### src/rtl/iot_mon_pkg.sv
// Shared constants for the active-device monitor interface.
// Event direction encoding and the device-index width helper live here.
package iot_mon_pkg;

   localparam int unsigned N_DEV_DFLT       = 8;
   localparam int unsigned SYNC_STAGES_DFLT = 2;

   localparam logic EV_ON  = 1'b1;
   localparam logic EV_OFF = 1'b0;

   // Index width for n devices; never narrower than one bit.
   function automatic int unsigned id_width(input int unsigned n);
      return (n > 1) ? $clog2(n) : 1;
   endfunction

endpackage

### src/rtl/rr_arbiter.sv
// Combinational round-robin arbiter: grants the first requester at or after ptr,
// wrapping from N-1 back to 0. The pointer register is owned by the caller.
module rr_arbiter
   import iot_mon_pkg::*;
#(
   parameter int unsigned N = N_DEV_DFLT,
   localparam int unsigned IdxW = id_width(N)
) (
   input  logic [N-1:0]    req,
   input  logic [IdxW-1:0] ptr,
   output logic            gnt_valid,
   output logic [IdxW-1:0] gnt_idx
);

   logic [IdxW:0] cand;

   always_comb begin
      gnt_valid = 1'b0;
      gnt_idx   = '0;
      cand      = '0;
      for (int unsigned k = 0; k < N; k++) begin
         if (!gnt_valid) begin
            // ptr < N and k < N, so one conditional subtract performs the wrap.
            cand = {1'b0, ptr} + (IdxW + 1)'(k);
            if (cand >= (IdxW + 1)'(N)) begin
               cand = cand - (IdxW + 1)'(N);
            end
            if (req[cand[IdxW-1:0]]) begin
               gnt_valid = 1'b1;
               gnt_idx   = cand[IdxW-1:0];
            end
         end
      end
   end

endmodule

### src/rtl/iot_event_encoder.sv
// Serialises on/off transitions of asynchronous device status lines into one
// change/on_off/dev_id event per cycle; unserviced transitions stay pending.
module iot_event_encoder
   import iot_mon_pkg::*;
#(
   parameter int unsigned N_DEV       = N_DEV_DFLT,
   parameter int unsigned SYNC_STAGES = SYNC_STAGES_DFLT,
   localparam int unsigned ID_W = id_width(N_DEV)
) (
   input  logic             clk,
   input  logic             rst,
   input  logic [N_DEV-1:0] dev_status,
   input  logic             hold,
   output logic             change,
   output logic             on_off,
   output logic [ID_W-1:0]  dev_id,
   output logic             busy
);

   logic [SYNC_STAGES-1:0][N_DEV-1:0] sync_q, sync_d;
   logic [N_DEV-1:0]                  reported_q, reported_d;
   logic [N_DEV-1:0]                  sync_last;
   logic [N_DEV-1:0]                  pending;
   logic [ID_W-1:0]                   ptr_q, ptr_d;
   logic [ID_W-1:0]                   dev_id_q, dev_id_d;
   logic                              change_q, change_d;
   logic                              on_off_q, on_off_d;
   logic                              busy_q, busy_d;
   logic                              gnt_valid;
   logic [ID_W-1:0]                   gnt_idx;

   always_comb begin
      sync_d    = sync_q;
      sync_d[0] = dev_status;
      for (int unsigned s = 1; s < SYNC_STAGES; s++) begin
         sync_d[s] = sync_q[s-1];
      end
   end

   assign sync_last = sync_q[SYNC_STAGES-1];
   // A device whose state returned to its last reported value is not pending,
   // so on->off->on glitches between services never reach the monitor.
   assign pending   = sync_last ^ reported_q;

   rr_arbiter #(
      .N (N_DEV)
   ) u_rr_arbiter (
      .req       (pending),
      .ptr       (ptr_q),
      .gnt_valid (gnt_valid),
      .gnt_idx   (gnt_idx)
   );

   always_comb begin
      reported_d = reported_q;
      ptr_d      = ptr_q;
      dev_id_d   = dev_id_q;
      on_off_d   = on_off_q;
      change_d   = 1'b0;
      busy_d     = |pending;
      if (!hold && gnt_valid) begin
         change_d            = 1'b1;
         on_off_d            = sync_last[gnt_idx];
         dev_id_d            = gnt_idx;
         reported_d[gnt_idx] = sync_last[gnt_idx];
         if (gnt_idx == ID_W'(N_DEV - 1)) begin
            ptr_d = '0;
         end else begin
            ptr_d = gnt_idx + 1'b1;
         end
      end
   end

   always_ff @(posedge clk) begin
      if (rst) begin
         sync_q     <= '0;
         reported_q <= '0;
         ptr_q      <= '0;
         dev_id_q   <= '0;
         change_q   <= 1'b0;
         on_off_q   <= EV_OFF;
         busy_q     <= 1'b0;
      end else begin
         sync_q     <= sync_d;
         reported_q <= reported_d;
         ptr_q      <= ptr_d;
         dev_id_q   <= dev_id_d;
         change_q   <= change_d;
         on_off_q   <= on_off_d;
         busy_q     <= busy_d;
      end
   end

   assign change = change_q;
   assign on_off = on_off_q;
   assign dev_id = dev_id_q;
   assign busy   = busy_q;

endmodule
### config.mk
export PLATFORM = sky130hd
export DESIGN_NAME = iot_event_encoder
export DESIGN_NICKNAME = d
export VERILOG_FILES = /design/src/rtl/iot_mon_pkg.sv /design/src/rtl/rr_arbiter.sv /design/src/rtl/iot_event_encoder.sv
export SDC_FILE = /design/constraint.sdc
export NUM_CORES = 1
export LEC_CHECK = 0
export CAP_MARGIN = 20
export CELL_PAD_IN_SITES_DETAIL_PLACEMENT = 1
export CELL_PAD_IN_SITES_GLOBAL_PLACEMENT = 1
export CORE_UTILIZATION = 49
export DETAILED_ROUTE_END_ITERATION = 16
export PLACE_DENSITY_LB_ADDON = 0.1
export REMOVE_ABC_BUFFERS = 1
export SLEW_MARGIN = 20
export SYNTH_ARGS = -nofsm -noshare
export SYNTH_HDL_FRONTEND = slang
export SYNTH_SLANG_ARGS = --single-unit
### constraint.sdc
create_clock -name clk -period 6.1 [get_ports clk]
set_clock_uncertainty 0.2 [all_clocks]
set_input_delay 0.61 -clock clk [delete_from_list [all_inputs] [get_ports clk]]
set_output_delay 0.61 -clock clk [all_outputs]
set_load 0.005 [all_outputs]
# After elaboration in Yosys (flattened, before gate mapping)
# Index checks and enable logic that the tools add are counted.
[op_classes]
n_eq_ne = 1
mux = 68
reduce_logical = 4
bitwise = 1
addsub = 16
order_cmp = 18
[op_table]
columns = ["op", "count"]
rows = [
  ["3-bit 2-to-1 mux", 31],
  ["3-bit by 4-bit < comparator with 1-bit output (second input constant)", 9],
  ["4-bit greater-or-equal comparator (second input constant)", 7],
  ["1-bit binary-select mux with 3-bit select", 9],
  ["1-bit 2-to-1 mux", 26],
  ["3-bit by 1-bit subtractor with 3-bit output (second input constant)", 8],
  ["3-bit by 3-bit adder with 4-bit output (second input constant)", 4],
  ["3-bit by 2-bit adder with 4-bit output (second input constant)", 2],
  ["8-bit bitwise mux", 1],
  ["8-bit OR reduction", 1],
  ["8-bit XOR", 1],
  ["3-bit by 1-bit adder with 4-bit output (second input constant)", 1],
  ["3-bit by 4-bit greater-or-equal comparator with 1-bit output (second input constant)", 1],
  ["3-bit by 1-bit adder with 3-bit output (second input constant)", 1],
  ["1-bit demux with 3-bit select", 1],
  ["3-bit equality test (second input constant)", 1],
  ["3-bit by 1-bit greater-or-equal comparator with 1-bit output (second input constant)", 1],
  ["1-bit logical AND", 2],
  ["1-bit zero test", 1],
]
[totals]
out_inout_bits = 6
reg_bits = 33
wordCells = 116
inputBits = 11

# Depth between registers and ports, before layout
# Gate-level depths: netlist of the first run.
[depth]
word_depth = 45
ltp_mapped = 15
ltp_nobuf = 12

# By module
# From an unflattened synthesis of the first run, not the netlist that was laid out.
[unflattened]
cells_unflattened = 226
area_unflattened_um2 = 2164.6
[by_module_without_submodules]
columns = ["mod", "cells_each", "n_inst", "area_each_um2", "seq_area_each_um2"]
rows = [
  ["iot_event_encoder", 117, 1, 1222.4, 660.6],
  ["rr_arbiter", 109, 1, 942.2, 0.0],
]

# Worst setup path after synthesis of the first run
# OpenSTA, ideal clock, no wires.
[synth_path]
path_type = "reg-to-reg"
start = "register ptr_q[1]"
end = "register reported_q[1]"
t_arrival_ns = 3.428
stages_incl_launch_ff = 15
slack_ns = 2.345
synth_period_minus_slack_ns = 3.755
t_required_ns = 5.772
cell_sequence = "dfxtp_1 > inv_1 > clkbuf_1 > ha_1 > xnor2_1 > mux4_2 > nor2_1 > o21bai_1 > or4b_1 > a21oi_1 > nor2_1 > buf_2 > nor4b_1 > mux2i_1 > nor2_1"
[synth_via]
elab_chain_cells = 25
word_cells_on_any_way = 93
classes_between = "add/sub: 15; order compare: 10; mux: 66; reduce/logical: 2"
[synth_rtl]
columns = ["element", "line_no", "rtl"]
rows = [
  ["start, declared", "iot_event_encoder.sv:24", "logic [ID_W-1:0] ptr_q, ptr_d;"],
  ["start signal, assigned", "iot_event_encoder.sv:86", "ptr_q <= ptr_d;"],
  ["3-bit by 1-bit adder with 4-bit output", "rr_arbiter.sv:24", "cand = {1'b0, ptr} + (IdxW + 1)'(k);"],
  ["4-bit greater-or-equal comparator or 3-bit by 1-bit subtractor with 3-bit output (tied branches)", "rr_arbiter.sv:25, rr_arbiter.sv:26", ""],
  ["3-bit 2-to-1 mux", "rr_arbiter.sv:25", "if (cand >= (IdxW + 1)'(N)) begin"],
  ["3-bit 2-to-1 mux", "rr_arbiter.sv:22", "if (!gnt_valid) begin"],
  ["1-bit binary-select mux with 3-bit select", "rr_arbiter.sv:28", "if (req[cand[IdxW-1:0]]) begin"],
  ["1-bit 2-to-1 mux (not written as such)", "rr_arbiter.sv:28", ""],
  ["3-bit 2-to-1 mux", "rr_arbiter.sv:28", ""],
  ["3-bit 2-to-1 mux", "rr_arbiter.sv:22", ""],
  ["(+9 left out)", "n/a", ""],
  ["3-bit 2-to-1 mux", "rr_arbiter.sv:22", ""],
  ["3-bit 2-to-1 mux", "rr_arbiter.sv:28", ""],
  ["3-bit 2-to-1 mux", "rr_arbiter.sv:22", ""],
  ["3-bit by 4-bit < comparator with 1-bit output (not written as such) or 3-bit by 1-bit greater-or-equal comparator with 1-bit output (tied branches)", "iot_event_encoder.sv:65", "reported_d[gnt_idx] = sync_last[gnt_idx];"],
  ["1-bit logical AND (not written as such)", "iot_event_encoder.sv:65", ""],
  ["1-bit 2-to-1 mux (not written as such)", "iot_event_encoder.sv:65", ""],
  ["1-bit demux with 3-bit select", "iot_event_encoder.sv:65", ""],
  ["8-bit bitwise mux", "iot_event_encoder.sv:65", ""],
  ["end signal, assigned", "iot_event_encoder.sv:85", "reported_q <= reported_d;"],
  ["end, declared", "iot_event_encoder.sv:21", "logic [N_DEV-1:0] reported_q, reported_d;"],
]
# Parallel ways exist; a longest one is shown, timed or not. The select of a mux whose other input is x is not followed.
# A chain may end at the register's enable or synchronous reset.

# Final worst setup path of the first run
[layout_path]
start = "register ptr_q[0]"
end = "register on_off_q (netlist: on_off)"
[layout_via]
elab_chain_cells = 22
word_cells_on_any_way = 87
classes_between = "add/sub: 15; order compare: 8; mux: 63; reduce/logical: 1"
[layout_rtl]
columns = ["element", "line_no", "rtl"]
rows = [
  ["3-bit by 1-bit adder with 4-bit output", "rr_arbiter.sv:24", ""],
  ["4-bit greater-or-equal comparator or 3-bit by 1-bit subtractor with 3-bit output (tied branches)", "rr_arbiter.sv:25, rr_arbiter.sv:26", ""],
  ["3-bit 2-to-1 mux", "rr_arbiter.sv:25", ""],
  ["3-bit 2-to-1 mux", "rr_arbiter.sv:22", ""],
  ["1-bit binary-select mux with 3-bit select", "rr_arbiter.sv:28", ""],
  ["1-bit 2-to-1 mux (not written as such)", "rr_arbiter.sv:28", ""],
  ["3-bit 2-to-1 mux", "rr_arbiter.sv:28", ""],
  ["3-bit 2-to-1 mux", "rr_arbiter.sv:22", ""],
  ["(+6 left out)", "n/a", ""],
  ["3-bit 2-to-1 mux", "rr_arbiter.sv:28", ""],
  ["3-bit 2-to-1 mux", "rr_arbiter.sv:22", ""],
  ["3-bit 2-to-1 mux", "rr_arbiter.sv:28", ""],
  ["3-bit 2-to-1 mux", "rr_arbiter.sv:22", ""],
  ["3-bit 2-to-1 mux", "rr_arbiter.sv:28", ""],
  ["3-bit 2-to-1 mux", "rr_arbiter.sv:22", ""],
  ["1-bit binary-select mux with 3-bit select", "iot_event_encoder.sv:63", "on_off_d = sync_last[gnt_idx];"],
  ["1-bit 2-to-1 mux (not written as such)", "iot_event_encoder.sv:63", ""],
  ["end signal, assigned", "iot_event_encoder.sv:89", "on_off_q <= on_off_d;"],
  ["end, declared", "iot_event_encoder.sv:27", "logic on_off_q, on_off_d;"],
]
# Parallel ways exist; a longest one is shown, timed or not. The select of a mux whose other input is x is not followed.

==> results of run 1 <==
## cell usage in the layout (no fill, tap or decap), types with 2 or more instances in the layout
master	instances
xor2_1	9
xnor2_1	11
inv_1	2
nor2b_1	18
mux4_2	10
nand2_1	17
clkinv_2	2
clkbuf_8	5
mux2_2	3
nand3_1	2
a21oi_1	10
nor4_1	2
ha_1	2
a211oi_1	4
clkdlybuf4s50_1	16
nor4b_1	5
a31oi_1	3
a41oi_1	2
o21ai_0	2
a22o_1	2
o22ai_1	2
mux2i_1	32
dfxtp_1	33
and2_1	2
nor2_1	32
## logic make-up after synthesis
kind of cell    Yosys count  synth area share, %
simple gates             87                19.79
mux                      46                26.96
compound gates           36                11.32
flops                    33                29.60
xor+xnor                 20                7.848
buf+inv                  17                3.364
fa+ha+maj                 2                1.121
## flip-flops by register name (all words and copies together), names as in the netlist
name        flops
busy            1
change          1
reported_q      8
sync_d          8
on_off          1
ptr_q           3
dev_id          3
sync_last       8
## per-layer routing
metal / global-route usage [%] / vias to the layer above / routed length [µm]
met5: 0 / - / 0
met3: 4.215 / 7 / 189
li1: - / 898 / -
met1: 32.53 / 904 / 2458
met4: 4.308 / 0 / 51
met2: 40.78 / 38 / 2720
## worst paths after layout
| path | from | end | slack (ps) | depth (start not counted) |
|---|---|---|---|---|
| setup / recovery | ptr_q[0] | on_off | 1110 | 12 |
| hold / removal | sync_d[10] | sync_last[2] | 240 | 1 |
| setup reg to reg | ptr_q[0] | on_off | 1110 | 12 |
| hold reg to reg | sync_d[10] | sync_last[2] | 240 | 1 |
## critical path, cell delays in order, from the launching register on
cell and delay [ps]:
dfxtp_1 790, inv_4 190, ha_1 300, xnor2_1 530, mux4_2 600, mux2i_1 330
o21ai_0 130, a21oi_1 160, a21oi_1 60, nor2_1 780, mux2_2 420, a311o_1 350
a21oi_1 100
## power groups by stage
stage / clock network [mW] / logic, mW / registers [mW]
floorplan: 0 / 0.748 / 0.303
global placement: 0 / 0.975 / 0.311
detailed placement: 0 / 0.989 / 0.313
CTS: 0.163 / 0.994 / 0.308
global route: 0.175 / 1.10 / 0.316
finish: 0.159 / 0.998 / 0.309
## cell type report
type,count,area share (%)
Multi-Input combinational cell,191,59.92
Sequential cell,33,26.45
Timing Repair Buffer,17,6.713
Inverter,5,0.8517
Clock buffer,5,2.756
Clock inverter,3,0.7014
Tap cell,52,2.605
## per-stage QoR
| step | setup WS (ps) | hold slack (ps) |
|---|---|---|
| 6_report | 1110 | 238.7 |
| 5_1_grt | 813.5 | 263.4 |
| 4_1_cts | 1135 | 242.7 |
| 3_5_place_dp | 1183 | 225.8 |
| 3_3_place_gp | 1339 | 216.6 |
| 2_1_floorplan | 1843 | 213.8 |
==> metrics.md, run 1 <==
| Metric | Value |
|---|---|
| Core Region | `4354 µm²` |
| Overall power | `1.465 mW` |
| Fillers | `509` |
| Int Power | `0.7451 mW` |
| Placed Area | `around 2400 µm²` |
| Commonest cells post-synth | `33 x dfxtp_1, 32 x mux2i_1, 32 x nor2_1` |
| Multi-input logic area | `about 1500 µm²` |
| Dominant cell type by area after synthesis | `dfxtp_1` |
| Fmax | `0.2004 GHz` |
| Pin count of the biggest net entering global routing | `30` |
| Drt first pass iters | `4` |
| # IOs | `17` |
| TritonCTS clock tree | `done` |
| Reg clk slew, reported paths | `around 70 ps` |
| FF+latch count, synth | `33` |
| Max-slew violations | `0` |
| Die width | `69.50 µm` |
| Dpl hpwl | `approximately 4100 µm` |
| Worst rel slew slack | `32.70%` |
| CP Data Required Time | `~6100 ps` |
| Worst VDD drop | `roughly 0.00021 V` |
| H-Tree Depth | `2` |
| Worst Setup End Kind | `flop` |
| Worst Tran Pin Value | `1006 ps` |
| GP Congestion | `between 0.8 and 0.9` |
| Ys async rst share | `0%` |
| Vias | `around 1.8k` |
| Static Leak | `slightly below 1 nW` |
| Placed Cells | `a little under 300` |
| Register area | `~660 µm²` |
| Global Route Usage Sum | `24.10%` |
| Hold Crit Class | `reg -> reg` |
| Yosys top cell area share | `between 20% and 30%` |
| Cts hold-fix bufs | `0` |
| Startpoint Class | `flop` |
| Warnings, synthesis | `0` |
| Post-Route WL | `approximately 5400 µm` |
| DR iter-0 viols | `roughly 160` |
| Area Overhead vs Synth | `11.88%` |
| Non-filler cells, final | `roughly 310` |
| Count leader, synth | `dfxtp_1` |
| Post-synth EDFFs | `0` |
| Layout net count | `266` |
| Full die area | `4830 µm²` |
| Setup CP Type | `reg -> reg` |
| Vias per inst | `6.036` |
| Worst-path maximum fanout | `15` |
| Worst-skew pair later-pin latency | `around 280 ps` |
| Sequential area share after synthesis | `approximately 30%` |
| Final ANT Viol Nets | `0` |
| Rows | `24` |
| Vias in the first global route | `1841` |
| RSZ-0062 raised after global routing | `no` |
| Routed wire length per instance | `17.71 µm` |
| Root Buffer | `clkbuf_8` |
| Post-CTS resize count | `0` |
| Final Hold Viols | `0` |
| Synthesized area | `2232 µm²` |
| Switching pwr | `~0.72 mW` |
| Antenna violations before repair | `0` |
| Status | `complete, no violations` |
| Die Height | `roughly 69 µm` |
| Fin area | `2497 µm²` |
| Synth top area cells | `dfxtp_1 30%, mux2i_1 14%, mux4_2 10%, nor2_1 5.4%, nor2b_1 5.0%` |
| Syn Inst Count | `roughly 240` |
| Logic gate share of total power | `68.1%` |
| Ys flop type | `dfxtp_1` |
| Final count of negative-setup-slack endpoints | `0` |
| Reg power frac | `about a fifth` |
| Post-synth cell types | `49` |
| Number of port buffers | `16` |
| Setup TNS after final layout | `0 ps` |
| Avg Inst Size Synth | `approximately 9.3 µm²` |
| Minimum clock period | `~5000 ps` |
| Pwr Density | `just under 600 nW/µm²` |
| Clock power share | `~11%` |
| Drt drc | `0` |
| # diodes | `0` |
| WP data arrival | `about 5000 ps` |
| Layout cells sized above 1 | `around 11%` |
| Total global routing overflow | `0` |
| Switching part of the total | `49.14%` |
| Starting Density | `approximately 50%` |
| Clock sink count | `33` |
| CTS buffer count | `5` |
| Maximum root-to-sink buffer count | `2` |
| First-pass GRT wire length | `roughly 9200 µm` |
| Fin util | `roughly 57%` |
| Post-CTS Setup Bufs | `0` |
| Tcrit/Tclk final | `between 80% and 90%` |
| Max_cap viols | `0` |
(Power assumes the default switching activity.)
==> inputs of run 2 (changes only) <==
--- a/config.mk
+++ b/config.mk
@@ -8,7 +8,7 @@
 export CAP_MARGIN = 20
 export CELL_PAD_IN_SITES_DETAIL_PLACEMENT = 1
 export CELL_PAD_IN_SITES_GLOBAL_PLACEMENT = 1
-export CORE_UTILIZATION = 49
+export CORE_UTILIZATION = 45
 export DETAILED_ROUTE_END_ITERATION = 16
 export PLACE_DENSITY_LB_ADDON = 0.1
 export REMOVE_ABC_BUFFERS = 1
==> constraint.sdc (replaced) <==
create_clock -name clk -period 5.1 [get_ports clk]
set_clock_uncertainty 0.2 [all_clocks]
set_input_delay 0.51 -clock clk [delete_from_list [all_inputs] [get_ports clk]]
set_output_delay 0.51 -clock clk [all_outputs]
set_load 0.005 [all_outputs]
==> metrics.md, run 2 (synthesized netlist as in run 1, its figures left out) <==
| Metric | Value |
|---|---|
| Status | `complete, no violations (unchanged)` |
| Crit-path leading delay family | `multiplexers (unchanged)` |
| Maximum root-to-sink buffer count | `2 (unchanged)` |
| Most common cell type on the critical path | `a21oi_1 (unchanged)` |
| # diodes | `0 (unchanged)` |
| Max_cap viols | `0 (unchanged)` |
| Max-slew violations | `0 (unchanged)` |
| Area Overhead vs Synth | `14.74% (was 11.88%)` |
| Placed Cells | `319 (was 298)` |
| First-pass GRT wire length | `9459 µm (was 9232 µm)` |
| Vias | `1860 (was 1847)` |
| Most frequent cells in the layout | `33 x dfxtp_1, 32 x mux2i_1, 32 x nor2_1 (unchanged)` |
| Cts hold-fix bufs | `0 (unchanged)` |
| Placed Area | `2475 µm² (was 2411 µm²)` |
| TritonCTS clock tree | `done (unchanged)` |
| Total global routing overflow | `0 (unchanged)` |
| M1 WL | `2438 µm (was 2458 µm)` |
| CP Data Required Time | `5120 ps (was 6120 ps)` |
| Hold Crit Class | `reg -> reg (unchanged)` |
| Worst rel slew slack | `38.50% (was 32.70%)` |
| Leading cell type in the layout, fill and taps excluded | `dfxtp_1 (unchanged)` |
| Drt drc | `0 (unchanged)` |
| Clock sink count | `33 (unchanged)` |
| Final ANT Viol Nets | `0 (unchanged)` |
| Vias in the first global route | `1880 (was 1841)` |
| Routed wire length per instance | `17.20 µm (was 17.71 µm)` |
| DR iter-0 viols | `128 (was 156)` |
| Fin area | `2561 µm² (was 2497 µm²)` |
| Minimum clock period | `4580 ps (was 4990 ps)` |
| Final count of negative-setup-slack endpoints | `0 (unchanged)` |
| WL met2 | `2943 µm (was 2720 µm)` |
| CP max stage cell | `dfxtp_1 (unchanged)` |
| Tcrit/Tclk final | `89.80% (was 81.81%)` |
| Non-filler cells, final | `327 (was 306)` |
| WP data arrival | `4600 ps (was 5010 ps)` |
| Setup CP Type | `reg -> reg (unchanged)` |
| Root Buffer | `clkbuf_8 (unchanged)` |
| # IOs | `17 (unchanged)` |
| Worst Tran Pin Value | `919.2 ps (was 1006 ps)` |
| Setup TNS after final layout | `0 ps (unchanged)` |
| Dpl hpwl | `4360 µm (was 4105 µm)` |
| CP max stage delay | `780 ps (was 790 ps)` |
| Pwr Density | `695.2 nW/µm² (was 586.6 nW/µm²)` |
| Worst Setup End Kind | `flop (unchanged)` |
| Rows | `25 (was 24)` |
| Crit-path cells | `inv_4 -> ha_1 -> xnor2_1 -> mux4_2 -> mux2i_1 -> o21ai_0 -> a21oi_1 -> a21oi_1 -> nor2_1 -> mux2_2 -> a311o_1 -> a21oi_1 (unchanged)` |
| Die Height | `72.43 µm (was 69.50 µm)` |
| Hold Path Depth | `1 (unchanged)` |
| Startpoint Class | `flop (unchanged)` |
| Starting Density | `46.95% (was 51.26%)` |
| H-Tree Depth | `2 (unchanged)` |
| Antenna violations before repair | `0 (unchanged)` |
| Die width | `72.43 µm (was 69.50 µm)` |
| Buf+Inv Stages, Crit Path | `1 (unchanged)` |
| Vias per inst | `5.688 (was 6.036)` |
| Reg clk slew, reported paths | `70 ps (about the same)` |
| Pin count of the biggest net entering global routing | `34 (was 30)` |
| Fmax | `0.2183 GHz (was 0.2004 GHz)` |
| Post-CTS resize count | `0 (unchanged)` |
| Core Region | `4755 µm² (was 4354 µm²)` |
| Crit path depth | `12 (unchanged)` |
| RSZ-0062 raised after global routing | `no (unchanged)` |
| Global Route Usage Sum | `24.03% (was 24.10%)` |
| Worst VDD drop | `0.0003007 V (was 0.0002081 V)` |
| Top Layer Used | `met4 (unchanged)` |
| Drt first pass iters | `4 (unchanged)` |
| WL met3 | `171 µm (was 189 µm)` |
| Final Hold Viols | `0 (unchanged)` |
| Worst-skew pair later-pin latency | `280 ps (about the same)` |
| GP Congestion | `0.8665 (was 0.8801)` |
| Layout net count | `272 (was 266)` |
| Number of port buffers | `16 (unchanged)` |
| Full die area | `5246 µm² (was 4830 µm²)` |
| CTS buffer count | `5 (unchanged)` |
| R2R cell count | `12 (unchanged)` |
| Worst-path maximum fanout | `15 (unchanged)` |
| Static Leak | `1.022 nW (was 0.9928 nW)` |
| Post-Route WL | `5624 µm (was 5419 µm)` |
| Post-CTS Setup Bufs | `0 (unchanged)` |
| Layout cells sized above 1 | `13.08% (was 11.02%)` |
==> run 2: report_power, final <==
part,internal [mW],total (mW),switching (mW)
Sequential,0.302,0.373,0.0715
Combinational,0.534,1.22,0.684
Clock,0.0940,0.190,0.0959
==> run 2: worst paths after layout <==
check | start | endpoint | slack [ps]
max | ptr_q[0] | on_off | 520
max reg2reg | ptr_q[0] | on_off | 520
min | sync_d[9] | sync_last[1] | 240
min reg2reg | sync_d[9] | sync_last[1] | 240
==> run 2: per-layer routing <==
metal,global-route usage (%),vias up
met5,0,-
li1,-,902
met3,4.861,7
met2,43.09,33
met4,7.190,0
met1,28.83,918
==> run 2: through the flow <==
stage	power (mW)	hold slack (ps)	setup slack, ps	util, %
after floorplan	1.257	213.8	843.3	-
after global placement	1.581	218.3	634.9	52.05
after detailed placement	1.591	231.0	531.3	52.05
after CTS	1.787	249.3	521.8	53.87
after global routing	1.946	263.3	71.04	53.87
final	1.781	242.0	520.0	53.87
==> run 2: area by class of cell <==
| type | count | area (µm²) |
|---|---|---|
| Clock buffer | 5 | 68.82 |
| Clock inverter | 3 | 17.52 |
| Fill cell | 556 | 2193 |
| Inverter | 5 | 21.27 |
| Multi-Input combinational cell | 191 | 1496 |
| Sequential cell | 33 | 660.6 |
| Tap cell | 67 | 83.83 |
| Timing Repair Buffer | 23 | 212.7 |
==> run 2: worst register-to-register path: cells and delay by family (launching register included) <==
kind | cells | cell delay [ps]
buffers and inverters | 1 | 190
AOI/OAI and AO/OA | 5 | 800
muxes | 3 | 1310
DFF | 1 | 780
xor gates and xnor gates | 1 | 240
adders and majority gates | 1 | 300
and+or+nand+nor | 1 | 710
